File: config.mk
export PLATFORM = sky130hd
export DESIGN_NAME = xgmii_tx_framer_flat
export DESIGN_NICKNAME = d
export VERILOG_FILES = /design/src/rtl/xgmii_tx_framer_if.sv /design/src/rtl/xgmii_tx_framer.sv /design/src/flat_wrapper.sv
export SDC_FILE = /design/constraint.sdc
export NUM_CORES = 1
export LEC_CHECK = 0
export ABC_CLOCK_PERIOD_IN_PS = 6800
export BUFFER_PORTS_ARGS = -buffer_cell sky130_fd_sc_hd__buf_2
export CORE_UTILIZATION = 45
export DETAILED_ROUTE_END_ITERATION = 8
export PLACE_DENSITY_LB_ADDON = 0.25
export SYNTH_ARGS = -nofsm -noshare
export SYNTH_HDL_FRONTEND = slang
export SYNTH_SLANG_ARGS = --single-unit
File: constraint.sdc
create_clock -name xaui_clk -period 6.8 [get_ports xaui_clk]
set_clock_uncertainty 0.15 [all_clocks]
set_input_delay 0.34 -clock xaui_clk [delete_from_list [all_inputs] [get_ports xaui_clk]]
set_output_delay 0.34 -clock xaui_clk [all_outputs]
set_load 0.05 [all_outputs]
File: src/rtl/xgmii_tx_framer_if.sv
// Upstream word-stream handshake into the XGMII transmit framer.
interface xgmii_tx_framer_if;
  logic [63:0] tx_data;
  logic        tx_valid;
  logic        tx_last;
  logic [2:0]  tx_bytes;
  logic        tx_ready;

  modport master (output tx_data, tx_valid, tx_last, tx_bytes, input tx_ready);
  modport slave  (input tx_data, tx_valid, tx_last, tx_bytes, output tx_ready);
endinterface

File: src/rtl/xgmii_tx_framer.sv
// MAC-side XGMII transmit framer: idles, start/preamble, data, terminate, IFG, underrun error-coding.
// States: IDLE idle/start | DATA pass words | TERM trailing terminate word | DROP discard after underrun
module xgmii_tx_framer #(
  parameter int IFG_WORDS = 2,
  parameter int CNT_W     = 32
) (
  input  logic                 xaui_clk,
  input  logic                 reset,
  input  logic                 link_up,
  xgmii_tx_framer_if.slave     tx,
  output logic [63:0]          xgmii_txd,
  output logic [7:0]           xgmii_txc,
  output logic                 tx_underrun,
  output logic [CNT_W-1:0]     frame_count,
  output logic [CNT_W-1:0]     underrun_count
);

  localparam logic [63:0] IDLE_WORD  = 64'h0707070707070707;
  localparam logic [63:0] START_WORD = 64'hD5555555555555FB;
  localparam logic [63:0] TERM_WORD  = 64'h07070707070707FD;
  localparam logic [63:0] ERR_WORD   = 64'hFEFEFEFEFEFEFEFE;
  localparam int          IFG_W      = $clog2(IFG_WORDS + 2);
  localparam logic [IFG_W-1:0] IFG_MAX = IFG_W'(IFG_WORDS);

  typedef enum logic [1:0] {S_IDLE, S_DATA, S_TERM, S_DROP} state_t;

  state_t             state_q;
  logic [IFG_W-1:0]   ifg_q;
  logic               drop_first_q;
  logic [63:0]        txd_q;
  logic [7:0]         txc_q;
  logic               underrun_q;
  logic [CNT_W-1:0]   frame_cnt_q;
  logic [CNT_W-1:0]   underrun_cnt_q;

  logic [63:0]        part_d;
  logic [7:0]         part_c;

  // Short last word: data lanes below n, terminate at lane n, idles above.
  always_comb begin
    part_d = IDLE_WORD;
    part_c = 8'hFF;
    for (int i = 0; i < 8; i++) begin
      if (i < int'(tx.tx_bytes)) begin
        part_d[8*i +: 8] = tx.tx_data[8*i +: 8];
        part_c[i]        = 1'b0;
      end else if (i == int'(tx.tx_bytes)) begin
        part_d[8*i +: 8] = 8'hFD;
      end
    end
  end

  always_ff @(posedge xaui_clk or posedge reset) begin
    if (reset) begin
      state_q        <= S_IDLE;
      ifg_q          <= IFG_MAX;
      drop_first_q   <= 1'b0;
      txd_q          <= IDLE_WORD;
      txc_q          <= 8'hFF;
      underrun_q     <= 1'b0;
      frame_cnt_q    <= '0;
      underrun_cnt_q <= '0;
    end else begin
      underrun_q <= 1'b0;
      case (state_q)
        S_IDLE: begin
          if (tx.tx_valid && link_up && (ifg_q >= IFG_MAX)) begin
            txd_q   <= START_WORD;
            txc_q   <= 8'h01;
            state_q <= S_DATA;
          end else begin
            txd_q <= IDLE_WORD;
            txc_q <= 8'hFF;
            if (ifg_q < IFG_MAX) ifg_q <= ifg_q + IFG_W'(1);
          end
        end
        S_DATA: begin
          if (tx.tx_valid) begin
            if (tx.tx_last && (tx.tx_bytes != 3'd0)) begin
              txd_q       <= part_d;
              txc_q       <= part_c;
              frame_cnt_q <= frame_cnt_q + CNT_W'(1);
              ifg_q       <= '0;
              state_q     <= S_IDLE;
            end else begin
              txd_q <= tx.tx_data;
              txc_q <= 8'h00;
              if (tx.tx_last) state_q <= S_TERM;
            end
          end else begin
            txd_q          <= ERR_WORD;
            txc_q          <= 8'hFF;
            underrun_q     <= 1'b1;
            underrun_cnt_q <= underrun_cnt_q + CNT_W'(1);
            drop_first_q   <= 1'b1;
            state_q        <= S_DROP;
          end
        end
        S_TERM: begin
          txd_q       <= TERM_WORD;
          txc_q       <= 8'hFF;
          frame_cnt_q <= frame_cnt_q + CNT_W'(1);
          ifg_q       <= '0;
          state_q     <= S_IDLE;
        end
        S_DROP: begin
          txd_q        <= drop_first_q ? TERM_WORD : IDLE_WORD;
          txc_q        <= 8'hFF;
          drop_first_q <= 1'b0;
          if (tx.tx_valid && tx.tx_last) begin
            ifg_q   <= '0;
            state_q <= S_IDLE;
          end
        end
        default: state_q <= S_IDLE;
      endcase
    end
  end

  assign tx.tx_ready     = (state_q == S_DATA) || (state_q == S_DROP);
  assign xgmii_txd       = txd_q;
  assign xgmii_txc       = txc_q;
  assign tx_underrun     = underrun_q;
  assign frame_count     = frame_cnt_q;
  assign underrun_count  = underrun_cnt_q;

endmodule

File: src/flat_wrapper.sv
// flat-port wrapper written by rule: the top's interface ports become plain ports
module xgmii_tx_framer_flat 
#(
  parameter int IFG_WORDS = 2,
  parameter int CNT_W     = 32
)
  (xaui_clk, reset, link_up, xgmii_txd, xgmii_txc, tx_underrun, frame_count, underrun_count, tx_tx_data, tx_tx_valid, tx_tx_last, tx_tx_bytes, tx_tx_ready);
  xgmii_tx_framer_if tx_i ();
  input  logic xaui_clk;
  input  logic reset;
  input  logic link_up;
  output logic [63:0] xgmii_txd;
  output logic [7:0] xgmii_txc;
  output logic tx_underrun;
  output logic [CNT_W-1:0] frame_count;
  output logic [CNT_W-1:0] underrun_count;
  input wire logic [$bits(tx_i.tx_data)-1:0] tx_tx_data;
  input wire logic [$bits(tx_i.tx_valid)-1:0] tx_tx_valid;
  input wire logic [$bits(tx_i.tx_last)-1:0] tx_tx_last;
  input wire logic [$bits(tx_i.tx_bytes)-1:0] tx_tx_bytes;
  output wire logic [$bits(tx_i.tx_ready)-1:0] tx_tx_ready;
  assign tx_i.tx_data = tx_tx_data;
  assign tx_i.tx_valid = tx_tx_valid;
  assign tx_i.tx_last = tx_tx_last;
  assign tx_i.tx_bytes = tx_tx_bytes;
  assign tx_tx_ready = tx_i.tx_ready;
  xgmii_tx_framer #(.IFG_WORDS(IFG_WORDS), .CNT_W(CNT_W)) u_core (.xaui_clk(xaui_clk), .reset(reset), .link_up(link_up), .tx(tx_i), .xgmii_txd(xgmii_txd), .xgmii_txc(xgmii_txc), .tx_underrun(tx_underrun), .frame_count(frame_count), .underrun_count(underrun_count));
endmodule
# Word level (Yosys, flattened, before mapping)
# Cells that the tools add are included.
[word_totals]
register_bits = 142
latchBits = 0
ram_bits = 0
romBits = 0
in_bits = 72
n_memories = 0
[classes]
addsub = 3
multipliers = 0
div_mod_pow = 0
order_cmp = 9
eq_ne = 18
shift = 0
n_mux = 49
n_bitwise = 1
n_reduce_logical = 16
[op_table]
columns = ["op", "count"]
rows = [
  ["$pmux W64 S4", 1],
  ["$mux W64", 3],
  ["$mux W8", 19],
  ["$add A32 B1 Y32 const B", 2],
  ["$mux W32", 2],
  ["$pmux W32 S2", 1],
  ["$pmux W8 S3", 1],
  ["$mux W2", 9],
  ["$pmux W2 S4", 2],
  ["$eq A3 B3 Y1 const A", 4],
  ["$mux W1", 10],
  ["$lt A3 B3 Y1 const A", 3],
  ["$ne A2 B1 Y1 const B", 4],
  ["$eq A2 B3 Y1 const A", 2],
  ["$lt A1 B3 Y1 const A", 2],
  ["$lt A2 B3 Y1 const A", 2],
  ["$ne A2 B2 Y1 const B", 3],
  ["$reduce_and A3 Y1", 2],
  ["$reduce_and A5 Y1", 1],
  ["$eq A2 B2 Y1 const B", 2],
  ["$logic_and A1 B1 Y1", 4],
  ["$ne A4 B3 Y1 const B", 1],
  ["$reduce_and A2 Y1", 2],
  ["$reduce_bool A2 Y1", 2],
  ["12 further kinds", 12],
]

# Longest topological paths before layout
# Gate-level depths: netlist of run 1.
[logic_depth]
depth_word = 6
ltp_mapped = 8
depth_no_buf = 6

# Worst setup path before layout of run 1
# Ideal clock, no wire load.
[synth_path]
path_type = "register to register"
startpoint = "register u_core.frame_cnt_q[4] (netlist: u_core.frame_count[4])"
endpoint = "register u_core.frame_cnt_q[27] (netlist: u_core.frame_count[27])"
setup_ns = 0.142
t_arrival_ns = 1.844
required_ns = 6.508
path_slack_ns = 4.664
path_stages_with_launch = 7
path_buffers = 1
cell_sequence = "dfrtp_1 and4_1 and3_1 and4_1 clkbuf_1 nand4_1 xnor2_1"
[synth_via]
elab_chain_cells = 4
[synth_rtl]
columns = ["element", "line_no", "text"]
rows = [
  ["from (decl)", "xgmii_tx_framer.sv:33", "logic [CNT_W-1:0] frame_cnt_q;"],
  ["from (signal assigned)", "xgmii_tx_framer.sv:82", "frame_cnt_q <= frame_cnt_q + CNT_W'(1);"],
  ["from (signal assigned)", "xgmii_tx_framer.sv:102", "frame_cnt_q <= frame_cnt_q + CNT_W'(1);"],
  ["$add A32 B1 Y32 (*)", "xgmii_tx_framer.sv:82, xgmii_tx_framer.sv:102", ""],
  ["$mux W32", "xgmii_tx_framer.sv:79", "if (tx.tx_last && (tx.tx_bytes != 3'd0)) begin"],
  ["$mux W32", "xgmii_tx_framer.sv:78", "if (tx.tx_valid) begin"],
  ["$pmux W32 S2 (*)", "xgmii_tx_framer.sv:65", "case (state_q)"],
]
# Mark *: on every way between the ends. The rest lies on a longest branch, timed or not. The select of a mux whose other input is x is not followed.
# A chain may end at the register's enable or synchronous reset.

# Worst setup path after layout of run 1
[layout_path]
startpoint = "register u_core.state_q[0]"
endpoint = "register u_core.underrun_cnt_q[23] (netlist: u_core.underrun_count[23])"
[layout_via]
elab_chain_cells = 2
[layout_rtl]
columns = ["element", "line_no", "text"]
rows = [
  ["from (decl)", "xgmii_tx_framer.sv:27", "state_t state_q;"],
  ["from (signal assigned)", "xgmii_tx_framer.sv:55", "state_q <= S_IDLE;"],
  ["from (signal assigned)", "xgmii_tx_framer.sv:70", "state_q <= S_DATA;"],
  ["from (signal assigned)", "xgmii_tx_framer.sv:84", "state_q <= S_IDLE;"],
  ["$eq A2 B1 Y1", "xgmii_tx_framer.sv:65", ""],
  ["$reduce_and A2 Y1 (no source line)", "-", ""],
  ["to (signal assigned)", "xgmii_tx_framer.sv:94", "underrun_cnt_q <= underrun_cnt_q + CNT_W'(1);"],
  ["to (decl)", "xgmii_tx_framer.sv:34", "logic [CNT_W-1:0] underrun_cnt_q;"],
]
# Every way passes these cells.

==> flow_metrics.env, run 1 <==
export IMPL_status="finished clean"
export IMPL_grt_busiest_layer="met2"
export IMPL_finalMaxSlewViolations=0
export IMPL_yosys_most_used_dff="dfrtp_1"
export IMPL_placed_area_um2=7270
export IMPL_fillCellCount=1148
export IMPL_whs_ns=0.00819
export IMPL_die_y_um=118
export IMPL_clock_sinks=142
export IMPL_layout_drive_gt1_share_pct=35.0
export IMPL_synth_seq_cells=142
export IMPL_via_per_inst=5.22
export IMPL_hpwl_mm=11.2
export IMPL_end_kind="flop"
export IMPL_cts_htree_levels=4
export IMPL_syn_num_nets=641
export IMPL_ys_types=50
export IMPL_grt_start_max_net_pins=74
export IMPL_grt_first_pass_wirelength_mm=26.1
export IMPL_syn_area_per_cell_um2=10.8
export IMPL_crit_buf_inv=0
export IMPL_clk_path_buf_depth=2
export IMPL_dr_first_iter_drc_count=376
export IMPL_internal_power_mw=2.02
export IMPL_antenna_found_initial=0
export IMPL_cts_resized=0
export IMPL_grt_pass1_vias=5100
export IMPL_synth_cells=566
export IMPL_crit_family="simple AND/OR/NAND/NOR gates"
export IMPL_max_cap_violations=0
export IMPL_relSlewSlack_pct=38.7
export IMPL_cellLeakagePower_nw=4.13
export IMPL_p_clk_share_pct=28.2
export IMPL_seq_area_um2=3590
export IMPL_fmaxAchievable_ghz=0.370
export IMPL_rsz0062_at_grt="false"
export IMPL_fin_nets=866
export IMPL_num_rows=42
export IMPL_io_pins=210
export IMPL_areaGrowthSynthToFinish_pct=32.9
export IMPL_critPathMaxStageDelay_ns=0.71
export IMPL_grt_remaining_overflow=0
export IMPL_setup_viol=0
export IMPL_p_switching_mw=1.46
export IMPL_synthTopCellsByArea="dfrtp_1, dfstp_2, xnor2_1"
export IMPL_power_density_nw_per_um2=429
export IMPL_fin_cells=980
export IMPL_antenna_cells=0
export IMPL_syn_area_um2=6110
export IMPL_cpMostUsedCell="and4_1"
export IMPL_crit_type="reg2reg"
export IMPL_arrival_ns=2.85
export IMPL_fin_area_um2=8120
export IMPL_vdd_drop_max_mv=0.282
export IMPL_gp_congestion=0.860
export IMPL_synth_edf_count=0
export IMPL_worst_pin_slew_ns=0.920
export IMPL_synth_top_cell_area_share_pct=44.7
export IMPL_finalCritPeriodShare_pct=39.8
export IMPL_clk_pin_slew_ns=0.05
export IMPL_async_flop_share_pct=100
export IMPL_finalWirelength_mm=15.8
export IMPL_dp_cells=926
export IMPL_critPathRequiredTime_ns=6.94
export IMPL_clock_latency_ns=0.41
export IMPL_path_cells="nor3b_2 > and4_1 > and4_1 > nand3_1 > xnor2_1"
export IMPL_grtUsageMet2_pct=38.8
export IMPL_hold_violations=0
export IMPL_pwr_share_comb_pct=37.4
export IMPL_multi_input_area_um2=2350
export IMPL_fp_dieW_um=118
export IMPL_start_kind="flop"
export IMPL_numPortBuffers=209
export IMPL_met3_usage_pct=6.61
export IMPL_avgRoutedWirePerCell_um=16.1
export IMPL_yosysSeqAreaShare_pct=58.9
export IMPL_drc_errors=0
export IMPL_grt_use_total_pct=23.9
export IMPL_cp_slowest_cell="dfrtp_1"
export IMPL_tns_ns=0
export IMPL_power_frac_seq_pct=34.3
export IMPL_cts_root_buf="clkbuf_16"
export IMPL_critPathMaxFanout=21
export IMPL_globalRouteMet1Util_pct=30.4
export IMPL_yosys_warnings=0
export IMPL_start_util_pct=46.1
export IMPL_power_mw=3.48
export IMPL_hp_class="in2reg"
export IMPL_die_area_um2=14000
export IMPL_yosys_area_top_type="dfrtp_1"
export IMPL_dr_pass1_iters=4
export IMPL_num_vias=5118
export IMPL_cts_tree="done"
export IMPL_switching_share_pct=41.8
export IMPL_ant_nets=0
export IMPL_coreArea_um2=13200
export IMPL_cts_buffers=17
export IMPL_period_minus_slack_ns=2.70
-- metrics by stage --
| stage | setup WS [ns] | utilization (%) |
|---|---|---|
| 2_1_floorplan | 2.56 | - |
| 3_3_place_gp | 4.15 | 54.9 |
| 3_5_place_dp | 4.09 | 54.9 |
| 4_1_cts | 4.08 | 61.3 |
| 5_1_grt | 3.85 | 61.3 |
| 6_report | 4.10 | 61.3 |
-- cells by family (layout without fill, tap and decap cells) --
family	Yosys count	in the layout	share of synthesized area [%]
AOI/OAI and AO/OA	108	108	10.3
xor gates and xnor gates	63	63	9.03
adders and majority gates	3	3	0.615
buffers and inverters	37	275	2.70
DFF	142	142	58.9
muxes	3	3	0.533
and+or+nand+nor	210	210	17.9
-- cells in the final DEF, fill, tap and decap left out, types with 6 or more instances in the layout --
master / synthesis / routed
and3_1: 12 / 12
a31oi_1: 10 / 10
dlygate4sd3_1: 0 / 22
nor3_1: 8 / 8
dfrtp_1: 109 / 109
nand2b_1: 9 / 9
and4_1: 11 / 11
xnor2_1: 41 / 41
buf_2: 3 / 209
nor2_1: 45 / 45
nand3_1: 31 / 31
nand4_1: 12 / 12
xor2_1: 22 / 22
o21ai_0: 35 / 35
a21o_1: 10 / 10
clkbuf_16: 0 / 17
dfstp_2: 33 / 33
a21oi_1: 36 / 36
and2_1: 6 / 6
nand2_1: 53 / 53
inv_1: 10 / 9
-- state kept, by name, indices dropped and copies added, names as in the netlist --
name,cells
u_core.ifg_q,2
u_core.frame_count,32
u_core.state_q,2
u_core.xgmii_txd,64
u_core.tx_underrun,1
u_core.xgmii_txc,8
u_core.underrun_count,32
u_core.drop_first_q,1
-- path summary, 6_finish.rpt --
check,startpoint,cells after the start,slack (ns),endpoint
setup reg to reg,u_core.state_q[0],5,4.10,u_core.underrun_count[23]
max in group asynchronous,reset,4,4.71,u_core.xgmii_txd[47]
hold / removal,tx_tx_data[40],3,0.008,u_core.xgmii_txd[40]
min in group asynchronous,reset,3,0.42,u_core.frame_count[24]
setup / recovery,u_core.state_q[0],5,4.10,u_core.underrun_count[23]
hold reg to reg,u_core.frame_count[31],1,0.31,u_core.frame_count[31]
-- Yosys cell counts (all sizes together) (5+ instances only) --
cell type,instances
nand4,12
a21oi,36
buf,9
nand3,34
inv,10
xnor2,41
nor2b,5
nand2,53
nand2b,9
nor2,45
dfrtp,109
and4,12
o21ai,35
nor3,8
or3,5
xor2,22
a31oi,10
a21o,10
and2,7
and3,12
dfstp,33
o21a,5
clkbuf,18
-- layout make-up --
type,count,area share (%)
Tap cell,176,2.71
Inverter,10,0.524
Multi-Input combinational cell,387,28.9
Clock inverter,6,1.60
Timing Repair Buffer,233,15.8
Clock buffer,26,6.15
Sequential cell,142,44.3
-- worst reg2reg max path, stage by stage, from the launching register on --
cell,delay (ns)
dfrtp_1,0.71
nor3b_2,0.68
and4_1,0.40
and4_1,0.37
nand3_1,0.14
xnor2_1,0.15
-- repair_timing --
item | in CTS | in global routing
endpoints found under the hold margin | 84 | 0
hold buffers | 22 | 0
setup buffers | 0 | 0
-- power groups by stage --
stage,Combinational [mW],Clock (mW),Sequential [mW]
after floorplan,0.323,0,1.86
after global placement,1.28,0,1.20
after detailed placement,1.30,0,1.20
after CTS,1.31,1.00,1.19
after global routing,1.38,1.04,1.22
final,1.30,0.983,1.19
-- layer usage --
layer	vias up	routed length [um]
li1	2411	-
met1	2500	6710
met2	180	7700
met3	27	1100
met4	0	302
met5	-	0
No activity file was read; power rests on OpenSTA's default activity.
==> run 2: changes to the inputs <==
ABC_CLOCK_PERIOD_IN_PS = 2800   (was 6800)
clock period = 2.8 ns   (was 6.8 ns; I/O delays follow)
==> run 2 against run 1 <==
  * Combinational power rose to 2.5 times the previous value
  * Largest cell class unchanged
  * Design area rose by 6.0%
  * Sequential power rose by 140%
  * Worst setup slack got worse by 3.7 ns
==> flow_metrics.env, run 2 (synthesized netlist as in run 1, its figures left out) <==
export IMPL_clock_latency_ns=0.42
export IMPL_r2r_worst_path_cells=5
export IMPL_coreArea_um2=13200
export IMPL_r2r_end="u_core.xgmii_txd[42]"
export IMPL_hold_start="tx_tx_last"
export IMPL_reg2reg_slack_ns=0.41
export IMPL_cellLeakagePower_nw=4.32
export IMPL_path_cells="buf_4 > nand2b_1 > a31oi_1 > nand3b_1 > dlygate4sd3_1"
export IMPL_areaGrowthSynthToFinish_pct=40.9
export IMPL_crit_cells=5
export IMPL_gp_congestion=0.865
export IMPL_dr_pass1_iters=4
export IMPL_layout_common_cells="buf_2, dfrtp_1, dlygate4sd3_1"
export IMPL_critPathMaxStageDelay_ns=0.60
export IMPL_clk_pin_slew_ns=0.06
export IMPL_grt_start_max_net_pins=143
export IMPL_grt_pass1_vias=5397
export IMPL_cts_resized=0
export IMPL_crit_type="reg2reg"
export IMPL_hp_class="in2reg"
export IMPL_critPathMaxFanout=18
export IMPL_worst_pin_slew_ns=0.851
export IMPL_cts_buffers=17
export IMPL_avgRoutedWirePerCell_um=16.3
export IMPL_grt_remaining_overflow=0
export IMPL_start_kind="flop"
export IMPL_arrival_ns=2.59
export IMPL_setup_viol=0
export IMPL_crit_buf_inv=2
export IMPL_grt_first_pass_wirelength_mm=27.4
export IMPL_critPathRequiredTime_ns=2.99
export IMPL_whs_ns=0.0199
export IMPL_end_kind="flop"
export IMPL_clock_sinks=142
export IMPL_cts_tree="done"
export IMPL_hpwl_mm=11.1
export IMPL_rsz0062_at_grt="false"
export IMPL_fp_dieW_um=118
export IMPL_status="finished clean"
export IMPL_num_vias=5307
export IMPL_crit_family="buffers and inverters"
export IMPL_start_util_pct=46.1
export IMPL_cp_slowest_cell="a31oi_1"
export IMPL_num_rows=42
export IMPL_antenna_found_initial=0
export IMPL_vdd_drop_max_mv=0.623
export IMPL_finalWirelength_mm=16.8
export IMPL_cts_htree_levels=4
export IMPL_hold_depth=3
export IMPL_power_density_nw_per_um2=980
export IMPL_ant_nets=0
export IMPL_layout_drive_gt1_share_pct=34.0
export IMPL_period_minus_slack_ns=2.39
export IMPL_rr_startpoint="u_core.state_q[0]"
export IMPL_via_per_inst=5.14
export IMPL_fillCellCount=1102
export IMPL_tns_ns=0
export IMPL_die_area_um2=14000
export IMPL_cts_root_buf="clkbuf_16"
export IMPL_io_pins=210
export IMPL_relSlewSlack_pct=43.1
export IMPL_final_common_cell="buf_2"
export IMPL_numPortBuffers=209
export IMPL_die_y_um=118
export IMPL_max_cap_violations=0
export IMPL_grt_use_total_pct=25.3
export IMPL_dr_first_iter_drc_count=289
export IMPL_holdPathEnd="u_core.xgmii_txd[32]"
export IMPL_fin_nets=918
export IMPL_hold_violations=0
export IMPL_finalCritPeriodShare_pct=85.5
export IMPL_drc_errors=0
export IMPL_fmaxAchievable_ghz=0.418
export IMPL_finalMaxSlewViolations=0
export IMPL_power_mw=8.43
export IMPL_largest_reg_flops=64
export IMPL_clk_path_buf_depth=2
## run 2: changes by cell type in the layout (fill, tap and decap cells not counted), sizes merged
cell / previous run / this run
diode: 0 / 1
dlygate4sd3: 22 / 68
clkinv: 2 / 5
bufinv: 4 / 3
buf: 211 / 217
clkbuf: 26 / 18
clkinvlp: 0 / 6
## run 2: worst max-delay path by stage
stage / from / to
floorplan: u_core.frame_count[4] / u_core.frame_count[27]
global placement: tx_tx_bytes[2] / u_core.frame_count[27]
detailed placement: tx_tx_bytes[2] / u_core.frame_count[27]
CTS: u_core.state_q[0] / u_core.xgmii_txd[42]
global route: u_core.state_q[0] / u_core.xgmii_txd[42]
finish: u_core.state_q[0] / u_core.xgmii_txd[42]
## run 2: layout make-up
cell class                 instances  area (um^2)  share of cell area [%]
antenna                            1         2.50                  0.0291
tap                              176          220                    2.56
sequential                       142         3590                    41.8
clock inverter                    14          169                    1.96
inverter                          10         41.3                   0.480
timing repair buffer             285         1800                    20.9
clock buffer                      18          429                    4.99
multi-input combinational        387         2350                    27.3
## run 2: layer usage
layer | wire length (um) | global-route usage [%] | share of wire (%) | up-vias
met5 | 0 | 0 | 0 | -
met1 | 6910 | 31.5 | 41 | 2567
met2 | 8430 | 41.3 | 50 | 197
met3 | 1050 | 6.23 | 6.2 | 38
li1 | - | - | - | 2505
met4 | 435 | 12.4 | 2.6 | 0
## run 2: worst reg2reg max path: cells and delay by family (launching register included)
| family | cells | cell delay (ns) |
|---|---|---|
| compound gates | 1 | 0.60 |
| buf+inv | 2 | 0.84 |
| flops | 1 | 0.40 |
| simple gates | 2 | 0.33 |
## run 2: power breakdown
part | leakage, nW | switching (mW) | internal [mW]
combinational | 2.24 | 2.53 | 0.760
clock | 0.278 | 0.878 | 1.40
sequential | 1.80 | 0.222 | 2.64
total | 4.32 | 3.63 | 4.80
## run 2: repair_timing
| action | CTS | global route |
|---|---|---|
| hold buffers | 68 | 0 |
| buffers inserted | 0 | 0 |
| setup endpoints to repair | 0 | 0 |
| endpoints found under the hold margin | 175 | 0 |
## run 2: stage by stage
step                std cells  setup WS, ns  utilization [%]  area, um^2
finish                   1033         0.407             65.0        8600
CTS                      1032         0.403             64.9        8600
global route             1032         0.218             64.9        8600
floorplan                 566         0.664                -        6110
global placement          932         0.650             55.3        7320
detailed placement        932         0.597             55.3        7320
